[config.mk]
export PLATFORM = sky130hd
export DESIGN_NAME = cp0_unit_flat
export DESIGN_NICKNAME = d
export VERILOG_FILES = /design/src/rtl/cp0_pkg.sv /design/src/rtl/cp0_if.sv /design/src/rtl/cp0_req_gen.sv /design/src/rtl/cp0_unit.sv /design/src/flat_wrapper.sv
export SDC_FILE = /design/constraint.sdc
export NUM_CORES = 1
export LEC_CHECK = 0
export ABC_AREA = 1
export CAP_MARGIN = 30
export CORE_ASPECT_RATIO = 0.75
export CORE_MARGIN = 2
export CORE_UTILIZATION = 44
export CTS_BUF_LIST = sky130_fd_sc_hd__clkbuf_4 sky130_fd_sc_hd__clkbuf_8
export DETAILED_ROUTE_END_ITERATION = 7
export GPL_TIMING_DRIVEN = 0
export PLACE_DENSITY = 0.81
export SYNTH_ARGS = -nofsm -noshare
export SYNTH_HDL_FRONTEND = slang
export SYNTH_SLANG_ARGS = --single-unit
[constraint.sdc]
create_clock -name clk -period 1.7 [get_ports clk]
set_input_delay 0.34 -clock clk [delete_from_list [all_inputs] [get_ports clk]]
set_output_delay 0.34 -clock clk [all_outputs]
set_load 0.01 [all_outputs]
[src/rtl/cp0_pkg.sv]
// Coprocessor-0 shared definitions: register numbers, exception codes,
// SR/Cause field layout and small helpers used by the CP0 block.
package cp0_pkg;

  // CP0 register numbers as seen by mfc0/mtc0
  localparam logic [4:0] REG_SR    = 5'd12;
  localparam logic [4:0] REG_CAUSE = 5'd13;
  localparam logic [4:0] REG_EPC   = 5'd14;
  localparam logic [4:0] REG_PRID  = 5'd15;

  // Exception codes carried in Cause.ExcCode
  localparam logic [4:0] EXC_INT  = 5'd0;
  localparam logic [4:0] EXC_ADEL = 5'd4;
  localparam logic [4:0] EXC_ADES = 5'd5;
  localparam logic [4:0] EXC_RI   = 5'd10;
  localparam logic [4:0] EXC_OV   = 5'd12;

  // Field positions inside the architectural 32-bit views
  localparam int SR_IM_LSB     = 10;
  localparam int SR_EXL_BIT    = 1;
  localparam int SR_IE_BIT     = 0;
  localparam int CAUSE_BD_BIT  = 31;
  localparam int CAUSE_IP_LSB  = 10;
  localparam int CAUSE_EXC_LSB = 2;

  // Only the implemented SR bits are stored
  typedef struct packed {
    logic [5:0] im;
    logic       exl;
    logic       ie;
  } sr_t;

  // Only the implemented Cause bits are stored
  typedef struct packed {
    logic       bd;
    logic [5:0] ip;
    logic [4:0] exc_code;
  } cause_t;

  // Architectural 32-bit view of SR; unimplemented bits read as zero
  function automatic logic [31:0] sr_word(input sr_t s);
    logic [31:0] w;
    w                      = '0;
    w[SR_IM_LSB +: 6]      = s.im;
    w[SR_EXL_BIT]          = s.exl;
    w[SR_IE_BIT]           = s.ie;
    return w;
  endfunction

  // Architectural 32-bit view of Cause; unimplemented bits read as zero
  function automatic logic [31:0] cause_word(input cause_t c);
    logic [31:0] w;
    w                         = '0;
    w[CAUSE_BD_BIT]           = c.bd;
    w[CAUSE_IP_LSB +: 6]      = c.ip;
    w[CAUSE_EXC_LSB +: 5]     = c.exc_code;
    return w;
  endfunction

  // Restart PC: a delay-slot instruction restarts at its branch; wraps mod 2^32
  function automatic logic [31:0] epc_of(input logic [31:0] pc, input logic bd);
    return (bd ? pc - 32'd4 : pc) & ~32'h3;
  endfunction

endpackage

[src/rtl/cp0_if.sv]
// CP0 pipeline-side interface: mfc0/mtc0 access, M-stage exception inputs,
// interrupt lines and the exception request/redirect outputs.
interface cp0_if;
  logic [4:0]  A1;
  logic [4:0]  A2;
  logic [31:0] Din;
  logic        WE;
  logic [31:0] M_PC;
  logic        BDIn;
  logic [4:0]  ExcCodeIn;
  logic [5:0]  HWInt;
  logic        EXLClr;
  logic [31:0] Dout;
  logic [31:0] EPCOut;
  logic [31:0] ReqPC;
  logic        Req;

  // Pipeline side drives requests and consumes results
  modport master (
    output A1, A2, Din, WE, M_PC, BDIn, ExcCodeIn, HWInt, EXLClr,
    input  Dout, EPCOut, ReqPC, Req
  );

  // CP0 side
  modport slave (
    input  A1, A2, Din, WE, M_PC, BDIn, ExcCodeIn, HWInt, EXLClr,
    output Dout, EPCOut, ReqPC, Req
  );
endinterface

[src/rtl/cp0_req_gen.sv]
// CP0 request generator: decides in the current cycle whether the M-stage
// instruction is preempted by an interrupt or its own exception, and which
// ExcCode gets recorded.
module cp0_req_gen
  import cp0_pkg::*;
(
  input  sr_t        sr,
  input  logic [5:0] hw_int,
  input  logic [4:0] exc_code_in,
  output logic       int_req,
  output logic       exc_req,
  output logic       req,
  output logic [4:0] next_exc_code
);

  // Combinational request decode; EXL blocks everything so handlers never nest
  always_comb begin
    // NOTE: every output gets a default first so no path can leave it unassigned and infer a latch.
    int_req       = 1'b0;
    exc_req       = 1'b0;
    req           = 1'b0;
    next_exc_code = EXC_INT;

    int_req = (|(hw_int & sr.im)) & sr.ie & ~sr.exl;
    exc_req = (exc_code_in != EXC_INT) & ~sr.exl;
    req     = int_req | exc_req;

    // An enabled interrupt outranks a synchronous exception in the same cycle
    if (!int_req) next_exc_code = exc_code_in;
  end

endmodule

[src/rtl/cp0_unit.sv]
// CP0 exception/interrupt controller sitting beside the M stage.
// Holds SR, Cause, EPC and PRId, serves mfc0/mtc0, raises Req to flush the
// pipeline and redirect to HANDLER_ADDR, and clears EXL on eret.
// Optional build macro CP0_EPC_FWD_EN: forward an in-flight mtc0 EPC write
// onto EPCOut so an eret right behind it needs no stall.
module cp0_unit
  import cp0_pkg::*;
#(
  parameter logic [31:0] HANDLER_ADDR = 32'h0000_4180,
  parameter logic [31:0] PRID_VALUE   = 32'h2022_1107
)(
  input  logic clk,
  input  logic reset,
  cp0_if.slave bus
);

  sr_t         sr;
  cause_t      cause;
  logic [31:0] epc;

  logic       int_req;
  logic       exc_req;
  logic       req;
  logic [4:0] next_exc_code;

  cp0_req_gen u_req_gen (
    .sr            (sr),
    .hw_int        (bus.HWInt),
    .exc_code_in   (bus.ExcCodeIn),
    .int_req       (int_req),
    .exc_req       (exc_req),
    .req           (req),
    .next_exc_code (next_exc_code)
  );

  // A taking exception kills the mtc0 in M, so its write must not land
  logic mtc0_sr;
  logic mtc0_epc;
  assign mtc0_sr  = bus.WE & ~req & (bus.A2 == REG_SR);
  assign mtc0_epc = bus.WE & ~req & (bus.A2 == REG_EPC);

  // CP0 state: reset, exception entry, then mtc0 / eret updates
  always_ff @(posedge clk) begin
    if (reset) begin
      // NOTE: sequential state uses non-blocking assignments so every register samples pre-edge values.
      sr    <= '0;
      cause <= '0;
      epc   <= '0;
    end else begin
      cause.ip <= bus.HWInt;
      if (req) begin
        sr.exl         <= 1'b1;
        cause.bd       <= bus.BDIn;
        cause.exc_code <= next_exc_code;
        epc            <= epc_of(bus.M_PC, bus.BDIn);
      end else begin
        if (mtc0_sr) begin
          sr.im  <= bus.Din[SR_IM_LSB +: 6];
          sr.exl <= bus.Din[SR_EXL_BIT];
          sr.ie  <= bus.Din[SR_IE_BIT];
        end
        if (mtc0_epc) epc <= bus.Din;
        // Placed after the SR write so eret wins over a same-cycle mtc0 SR
        if (bus.EXLClr) sr.exl <= 1'b0;
      end
    end
  end

  // mfc0 read mux, combinational on A1
  always_comb begin
    bus.Dout = '0;
    case (bus.A1)
      REG_SR:    bus.Dout = sr_word(sr);
      REG_CAUSE: bus.Dout = cause_word(cause);
      REG_EPC:   bus.Dout = epc;
      REG_PRID:  bus.Dout = PRID_VALUE;
      default:   bus.Dout = '0;
    endcase
  end

  assign bus.Req   = req;
  assign bus.ReqPC = HANDLER_ADDR;

`ifdef CP0_EPC_FWD_EN
  assign bus.EPCOut = mtc0_epc ? bus.Din : epc;
`else
  assign bus.EPCOut = epc;
`endif

endmodule

[src/flat_wrapper.sv]
// flat-port wrapper written by rule: the top's interface ports become plain ports
module cp0_unit_flat import cp0_pkg::*;
#(
  parameter logic [31:0] HANDLER_ADDR = 32'h0000_4180,
  parameter logic [31:0] PRID_VALUE   = 32'h2022_1107
)
  (clk, reset, bus_A1, bus_A2, bus_Din, bus_WE, bus_M_PC, bus_BDIn, bus_ExcCodeIn, bus_HWInt, bus_EXLClr, bus_Dout, bus_EPCOut, bus_ReqPC, bus_Req);
  cp0_if bus_i ();
  input  logic clk;
  input  logic reset;
  input wire logic [$bits(bus_i.A1)-1:0] bus_A1;
  input wire logic [$bits(bus_i.A2)-1:0] bus_A2;
  input wire logic [$bits(bus_i.Din)-1:0] bus_Din;
  input wire logic [$bits(bus_i.WE)-1:0] bus_WE;
  input wire logic [$bits(bus_i.M_PC)-1:0] bus_M_PC;
  input wire logic [$bits(bus_i.BDIn)-1:0] bus_BDIn;
  input wire logic [$bits(bus_i.ExcCodeIn)-1:0] bus_ExcCodeIn;
  input wire logic [$bits(bus_i.HWInt)-1:0] bus_HWInt;
  input wire logic [$bits(bus_i.EXLClr)-1:0] bus_EXLClr;
  output wire logic [$bits(bus_i.Dout)-1:0] bus_Dout;
  output wire logic [$bits(bus_i.EPCOut)-1:0] bus_EPCOut;
  output wire logic [$bits(bus_i.ReqPC)-1:0] bus_ReqPC;
  output wire logic [$bits(bus_i.Req)-1:0] bus_Req;
  assign bus_i.A1 = bus_A1;
  assign bus_i.A2 = bus_A2;
  assign bus_i.Din = bus_Din;
  assign bus_i.WE = bus_WE;
  assign bus_i.M_PC = bus_M_PC;
  assign bus_i.BDIn = bus_BDIn;
  assign bus_i.ExcCodeIn = bus_ExcCodeIn;
  assign bus_i.HWInt = bus_HWInt;
  assign bus_i.EXLClr = bus_EXLClr;
  assign bus_Dout = bus_i.Dout;
  assign bus_EPCOut = bus_i.EPCOut;
  assign bus_ReqPC = bus_i.ReqPC;
  assign bus_Req = bus_i.Req;
  cp0_unit #(.HANDLER_ADDR(HANDLER_ADDR), .PRID_VALUE(PRID_VALUE)) u_core (.clk(clk), .reset(reset), .bus(bus_i));
endmodule
After elaboration in Yosys (flattened, before gate mapping)
Index checks and enable logic that the tools add are counted.

Register bits after elaboration: 52. Input port bits: 90. Logic and storage cells: 39.

$add $sub $neg: 1. Equality and inequality tests: 6. Muxes and demuxes: 8. Bitwise gates (word level): 10. Reductions and logical operators: 6.

Operator list (count): one-hot mux 32 bit (4 select lines) (1); 2-to-1 mux 32 bit (3); subtractor 32 x 3 -> 32 bit, second input constant (1); equality test 5 x 4 -> 1 bit, second input constant (6); AND 1 bit (6); AND 6 bit (1); OR reduction 6 bit (1); 2-to-1 mux 5 bit (1); nonzero test 5 bit (1); nonzero test 3 bit (1); 2-to-1 mux 1 bit (2); 2-to-1 mux 2 bit (1); inverter 1 bit (2); AND reduction 2 bit (1); nonzero test 2 bit (1); OR reduction 2 bit (1); OR 1 bit (1).

Logic depth before layout (Yosys ltp)
Gate-level depths: netlist of the first run.

Depth in word-level cells: 11. Gate-level depth with buffers: 13.

By module
From an unflattened synthesis of the first run, not the netlist that was laid out.

Cells, all modules: 625. Area, all modules: 3883.7 sq um.

Modules (own cells, without submodules): cp0_unit (times used 1, cells each 593, area each 3747.3 sq um, seq. area each 1041.0 sq um); cp0_req_gen (times used 1, cells each 32, area each 136.4 sq um, seq. area each 0.0 sq um).

Worst setup path before layout of the first run
No wires, ideal clock.

Path type: input port to output port. Start point: input port bus_A1[0]. End point: output port bus_Dout[31]. Arrival: 1.220 ns. Data required time: 1.360 ns. Setup slack: 0.140 ns. Stages on the path: 6. Path buffers: 2. Path through: clkbuf_1 -> nand3_1 -> inv_1 -> clkbuf_1 -> nand2_1 -> o21ai_0.

Longest elaborated chain between the ends: 2. Elaborated cells on any way between the ends: 5. Classes of those cells: eq/ne: 4; mux: 1.

Ends and longest elaborated chain: start: declaration (line flat_wrapper.sv:11) `input wire logic [$bits(bus_i.A1)-1:0] bus_A1;`; equality test 5 x 4 -> 1 bit (line cp0_unit.sv:72) `case (bus.A1)`; one-hot mux 32 bit (4 select lines) (*) (line cp0_unit.sv:72); end: declaration (line flat_wrapper.sv:20) `output wire logic [$bits(bus_i.Dout)-1:0] bus_Dout;`.

Mark *: on every way between the ends. The rest lies on a longest branch, timed or not.

Worst setup path in the final report of the first run
Start point: register, netlist name u_core.sr[4]. End point: output port bus_Req.

Longest elaborated chain between the ends: 5.

Ends and longest elaborated chain: AND 6 bit (line cp0_req_gen.sv:24) `int_req = (|(hw_int & sr.im)) & sr.ie & ~sr.exl;`; OR reduction 6 bit (line cp0_req_gen.sv:24); AND 1 bit (2 in a row) (line cp0_req_gen.sv:24); OR 1 bit (line cp0_req_gen.sv:26) `req = int_req | exc_req;`; end: declaration (line flat_wrapper.sv:23) `output wire logic [$bits(bus_i.Req)-1:0] bus_Req;`.

No other way between the ends.

==> results.tsv, run 1 <==
metric	value	unit
result of the run	finished with violations	
violations in the final reports	setup timing	
fill cell total of the finished layout	747	
Initial Utilization	0.456	
master of the slowest instance on the critical path	sky130_fd_sc_hd__dfxtp_2	
total met2 wirelength after detailed routing	7840	um
remaining antenna violation count after routing	0	
post-route clock skew	0.00720	ns
summed negative setup slack over all endpoints	-0.391	ns
clock-pin slew on the worst setup and hold paths	0.10	ns
delay contributed by the slowest stage of the critical path	0.33	ns
commonest non-fill, non-tap cells in the layout	137 x sky130_fd_sc_hd__nand2_1, 106 x sky130_fd_sc_hd__inv_1, 90 x sky130_fd_sc_hd__clkdlybuf4s50_1	
clk_lat worst skew	0.33	ns
metal1 wirelength	7490	um
# rows	30	
met3 routed WL	2080	um
power per standard cell area	505	nW/um2
Final period util	1.07	
final critical delay including setup and external delays	1.82	ns
summed instance area of the synthesized netlist	4160	um2
CP Launch Type	register	
kind of path behind the tightest hold check	input pin to register	
share of the yosys chip area belonging to registers	0.250	
data required time of the worst path	1.36	ns
Overall Power	3.29	mW
vias in the first global route	5110	
sw frac	0.349	
die footprint	10300	um2
number of setup violations in the final report	12	
number of top-level pins	187	
worst vdd ir	0.463	mV
part of the power in combinational logic	0.353	
leakage power	3.24	nW
DRC violation count after routing	0	
width of the chip	116	um
Post-Route Hold Slack	0.361	ns
number of buffers inserted during clock tree synthesis	5	
vias after detailed routing	5574	
Sink Count	52	
yosys warns	0	
placeable core region	9120	um2
1st-pass router iterations	8	
most common cell after layout, fill and taps aside	sky130_fd_sc_hd__nand2_1	
gr usage total	0.344	
leftover overflow at the end of global routing	0	
count of unique library cells instantiated by Yosys	33	
area added between synthesis and finish	56.7	%
initial antenna violation count	0	
tightest slew margin relative to the limit	0.631	
average wire length per cell after detail routing	17.5	um
critical path fanouts, max	2	
register bit total from synthesis	52	
total detailed-routing wirelength	18000	um
critical path cell sequence	nand2_1 -> nand2_1 -> nor2_2 -> nand2_2 -> nand2_2 -> nand2_4 -> buf_8 -> buf_6	
fraction of final layout cells with drive strength greater than 1	0.236	
initial DRC count	651	
syn_area_per_cell	6.01	um2
CTS Root Buffer Type	sky130_fd_sc_hd__clkbuf_8	
clock tree from TritonCTS	built	
unrepaired setup endpoints after global routing	true	
number of diodes	0	
net total in the final layout	993	
cell internal pwr	2.14	mW
classification of the worst setup path	register to output port	
Routability Congestion	0.940	
final worst slack	-0.123	ns
maximum frequency from static timing analysis	549	MHz
detail-routed via count per cell	5.41	
clock buffer depth	2	
max-cap violations	0	
data arrival time at the worst-slack endpoint	1.48	ns
cts hold-fix bufs	0	
largest net degree at the start of global routing	17	
top layer in use	met4	
Switch Pwr	1.15	mW
Final Max Slew Viols	0	
portion of total power attributed to the clock network	0.230	
Critical Path End Type	output port	
height of the chip	88.2	um
share of power burned in registers	0.418	
hold violation count in the final report	0	
post-synthesis cell count	692	
wire length of the first global-routing pass	26800	um
Detailed Place HPWL	13300	um
R2R setup slack	-0.05	ns
transition at the pin with the smallest max-transition slack	0.553	ns
number of H-tree levels	2	
Port Buffer Count	151	
==> cells in the mapped netlist <==
| master | instances | share of area |
|---|---|---|
| sky130_fd_sc_hd__nand3_1 | 79 | 0.095 |
| sky130_fd_sc_hd__ha_1 | 1 | 0.0030 |
| sky130_fd_sc_hd__buf_2 | 12 | 0.014 |
| sky130_fd_sc_hd__buf_6 | 1 | 0.0027 |
| sky130_fd_sc_hd__o211ai_1 | 31 | 0.056 |
| sky130_fd_sc_hd__nand2_1 | 150 | 0.14 |
| sky130_fd_sc_hd__nor3_1 | 2 | 0.0024 |
| sky130_fd_sc_hd__o211ai_2 | 1 | 0.0030 |
| sky130_fd_sc_hd__dfxtp_1 | 52 | 0.25 |
| sky130_fd_sc_hd__nor2_1 | 99 | 0.089 |
| sky130_fd_sc_hd__conb_1 | 2 | 0.0018 |
| sky130_fd_sc_hd__a21oi_4 | 1 | 0.0039 |
| sky130_fd_sc_hd__xor2_1 | 1 | 0.0021 |
| sky130_fd_sc_hd__nor4_1 | 1 | 0.0015 |
| sky130_fd_sc_hd__buf_12 | 1 | 0.0048 |
| sky130_fd_sc_hd__o221ai_1 | 5 | 0.011 |
| sky130_fd_sc_hd__nor2_2 | 6 | 0.0090 |
| sky130_fd_sc_hd__nand3_2 | 1 | 0.0024 |
| sky130_fd_sc_hd__inv_1 | 113 | 0.10 |
| sky130_fd_sc_hd__a21oi_1 | 10 | 0.012 |
| sky130_fd_sc_hd__buf_4 | 32 | 0.058 |
| sky130_fd_sc_hd__nand2_4 | 1 | 0.0027 |
| sky130_fd_sc_hd__clkbuf_1 | 12 | 0.011 |
| sky130_fd_sc_hd__nand2_2 | 2 | 0.0030 |
| sky130_fd_sc_hd__o21ai_0 | 19 | 0.023 |
| sky130_fd_sc_hd__nand3b_1 | 1 | 0.0018 |
| sky130_fd_sc_hd__nand4_1 | 39 | 0.059 |
| sky130_fd_sc_hd__a21o_1 | 2 | 0.0036 |
| sky130_fd_sc_hd__inv_2 | 3 | 0.0027 |
| sky130_fd_sc_hd__buf_8 | 6 | 0.022 |
| sky130_fd_sc_hd__nand3_4 | 1 | 0.0042 |
| sky130_fd_sc_hd__inv_4 | 1 | 0.0015 |
| sky130_fd_sc_hd__o21bai_1 | 4 | 0.0072 |
==> critical path: cells and delay by family, from the launching register on <==
| family | cells | cell delay (ns) |
|---|---|---|
| simple gates | 6 | 0.57 |
| flops | 1 | 0.33 |
| buf+inv | 2 | 0.24 |
==> path summary, 6_finish.rpt <==
path,start,end,depth (start not counted)
worst max-delay path,u_core.sr[4],bus_Req,8
worst min-delay path,bus_HWInt[1],u_core.cause[6],3
worst max register to register,u_core.sr[4],u_core.sr[5],11
worst min register to register,u_core.cause[0],u_core.cause[0],2
==> what timing repair did <==
item / in CTS / in global routing
resized for setup: 208 / 89
hold endpoints to repair: 0 / 0
setup buffers: 15 / 4
cloned: 2 / 1
pin swaps: 20 / 15
endpoints found under the setup margin: 66 / 73
==> logic make-up (layout without fill, tap and decap cells) <==
kind of cell,count (synthesis),after routing,synth area share
buf+inv,181,362,0.218
compound gates,73,73,0.119
fa+ha+maj,1,1,0.00301
xor+xnor,1,1,0.00211
simple gates,382,382,0.405
flops,52,52,0.250
other cells,2,32,0.00181
==> power groups by stage <==
stage / logic (mW) / registers, mW / clock network, mW
6_report: 1.16 / 1.37 / 0.755
3_3_place_gp: 1.03 / 1.39 / 0
2_1_floorplan: 0.518 / 1.39 / 0
5_1_grt: 1.25 / 1.38 / 0.787
4_1_cts: 1.09 / 1.37 / 0.744
3_5_place_dp: 1.05 / 1.39 / 0
==> through the flow <==
stage          instances  area, um2   util  setup WS [ns]
2_1_floorplan        722       4270      -          0.140
3_3_place_gp        1001       5940  0.652          -1.30
3_5_place_dp        1001       5940  0.652          -1.33
4_1_cts             1026       6330  0.694        -0.0400
5_1_grt             1031       6520  0.715         -0.184
6_report            1031       6520  0.715         -0.123
==> metal layers <==
layer  GRT usage  vias to the layer above
li1            -                     2595
met1       0.481                     2531
met2       0.532                      386
met3      0.0712                       62
met4       0.110                        0
met5           0                        -
==> cell type report <==
| type | instances | area [um2] | area share |
|---|---|---|---|
| clock buffer | 5 | 68.8 | 0.0106 |
| inverter | 117 | 444 | 0.0682 |
| multi-input combinational | 489 | 2610 | 0.400 |
| sequential | 52 | 1050 | 0.161 |
| timing repair buffer | 173 | 1610 | 0.247 |
| clock inverter | 3 | 18.8 | 0.00288 |
| buffer | 64 | 559 | 0.0858 |
| tap | 128 | 160 | 0.0246 |
==> flip-flops by register name, summed over array words and instances, names as in the netlist <==
name / flops
u_core.bus.EPCOut: 32
u_core.cause: 12
u_core.sr: 8
Note: power is estimated with default switching activity, not from simulation.
==> inputs of run 2 (changes only) <==
==> constraint.sdc (replaced) <==
create_clock -name clk -period 2 [get_ports clk]
set_input_delay 0.4 -clock clk [delete_from_list [all_inputs] [get_ports clk]]
set_output_delay 0.4 -clock clk [all_outputs]
set_load 0.01 [all_outputs]
==> results.tsv, run 2 (synthesis results as in run 1) <==
metric	value	unit
result of the run	finished clean	
fraction of final layout cells with drive strength greater than 1	0.176	
Final Max Slew Viols	0	
vias in the first global route	5004	
portion of total power attributed to the clock network	0.234	
delay contributed by the slowest stage of the critical path	0.43	ns
Detailed Place HPWL	13300	um
Initial Utilization	0.456	
data arrival time at the worst-slack endpoint	1.57	ns
net total in the final layout	984	
number of top-level pins	187	
post-route clock skew	0.00926	ns
largest net degree at the start of global routing	17	
final critical delay including setup and external delays	1.97	ns
Port Buffer Count	151	
wire length of the first global-routing pass	26200	um
remaining antenna violation count after routing	0	
Final period util	0.984	
critical register-to-register path startpoint	u_core.sr[7]	
# rows	30	
clk_lat worst skew	0.33	ns
placeable core region	9120	um2
DRC violation count after routing	0	
sw frac	0.348	
Post-Place Worst Slack	-1.15	ns
data required time of the worst path	1.60	ns
transition at the pin with the smallest max-transition slack	0.572	ns
classification of the worst setup path	input pin to output port	
power per standard cell area	440	nW/um2
critical path fanouts, max	7	
CTS Root Buffer Type	sky130_fd_sc_hd__clkbuf_8	
total detailed-routing wirelength	17500	um
clock tree from TritonCTS	built	
cts hold-fix bufs	0	
vias after detailed routing	5470	
part of the power in combinational logic	0.345	
1st-pass router iterations	6	
initial DRC count	611	
Critical Path End Type	output port	
number of diodes	0	
worst vdd ir	0.399	mV
number of buffers inserted during clock tree synthesis	5	
area of combinational cells with multiple inputs	2480	um2
cell internal pwr	1.80	mW
clock-pin slew on the worst setup and hold paths	0.10	ns
sequential standard cell area	1040	um2
kind of path behind the tightest hold check	input pin to register	
detail-routed via count per cell	5.35	
initial antenna violation count	0	
CP Launch Type	input pin	
critical path cell sequence	clkdlybuf4s50_1 -> nor2_1 -> nand3_1 -> nand2_4 -> nand2_4 -> buf_8 -> buf_2	
area added between synthesis and finish	51.1	%
master of the slowest instance on the critical path	sky130_fd_sc_hd__clkdlybuf4s50_1	
flip-flop count of the largest register, all copies and words added	32	
maximum frequency from static timing analysis	508	MHz
number of setup violations in the final report	0	
die footprint	10300	um2
max-cap violations	0	
tightest slew margin relative to the limit	0.619	
average wire length per cell after detail routing	17.2	um
Routability Congestion	0.940	
summed negative setup slack over all endpoints	0	ns
height of the chip	88.2	um
leakage power	3.11	nW
most common cell after layout, fill and taps aside	sky130_fd_sc_hd__nand2_1	
Switch Pwr	0.960	mW
R2R setup slack	0.16	ns
final worst slack	0.0330	ns
commonest non-fill, non-tap cells in the layout	144 x sky130_fd_sc_hd__nand2_1, 109 x sky130_fd_sc_hd__inv_1, 105 x sky130_fd_sc_hd__clkdlybuf4s50_1	
launching instance or port of the critical path	bus_ExcCodeIn[2]	
hold_sp	bus_HWInt[1]	
clock buffer depth	2	
fill cell total of the finished layout	805	
Sink Count	52	
hold violation count in the final report	0	
width of the chip	116	um
share of power burned in registers	0.421	
number of H-tree levels	2	
leftover overflow at the end of global routing	0	
most frequent CP cell	sky130_fd_sc_hd__nand2_4	
gr usage total	0.336	
[run 2: final timing paths]
| path | end | depth (start not counted) |
|---|---|---|
| min reg2reg | u_core.cause[1] | 2 |
| max | bus_Req | 7 |
| min | u_core.cause[6] | 3 |
| max reg2reg | u_core.sr[5] | 11 |
[run 2: cell type report]
type / instances / area share
tap: 128 / 0.0255
sequential: 52 / 0.166
clock buffer: 5 / 0.0109
multi-input combinational: 489 / 0.394
clock inverter: 3 / 0.00299
timing repair buffer: 164 / 0.244
buffer: 64 / 0.0864
inverter: 117 / 0.0707
[run 2: critical path, delay by kind of cell]
family / cells / cell delay, ns
buffers and inverters: 3 / 0.70
and+or+nand+nor: 4 / 0.47
[run 2: through the flow]
stage	hold slack [ns]	utilization	cell area, um2	std cells	power [mW]
after global routing	0.307	0.689	6280	1022	2.86
after global placement	0.462	0.652	5940	1001	2.06
final	0.307	0.689	6280	1022	2.76
after detailed placement	0.469	0.652	5940	1001	2.07
after CTS	0.490	0.679	6200	1019	2.71
after floorplan	0.440	-	4270	722	1.62
[run 2: power by group through the flow]
stage / sequential (mW) / combinational, mW / clock [mW]
after floorplan: 1.18 / 0.441 / 0
after global placement: 1.18 / 0.879 / 0
final: 1.16 / 0.953 / 0.646
after detailed placement: 1.18 / 0.889 / 0
after global routing: 1.17 / 1.02 / 0.665
after CTS: 1.16 / 0.918 / 0.632
[run 2: routing by layer]
metal	share of wire	up-vias	wire length (um)	GRT usage
li1	-	2575	-	-
met1	0.43	2497	7530	0.472
met2	0.44	346	7690	0.518
met3	0.10	52	1810	0.0685
met4	0.029	0	508	0.110
met5	0	-	0	0
[run 2: repair_timing]
action	CTS	global route
cloned	1	0
pin swaps	8	13
resized for setup	146	57
endpoints found under the hold margin	0	0
setup endpoints to repair	34	61
buffers inserted	9	3
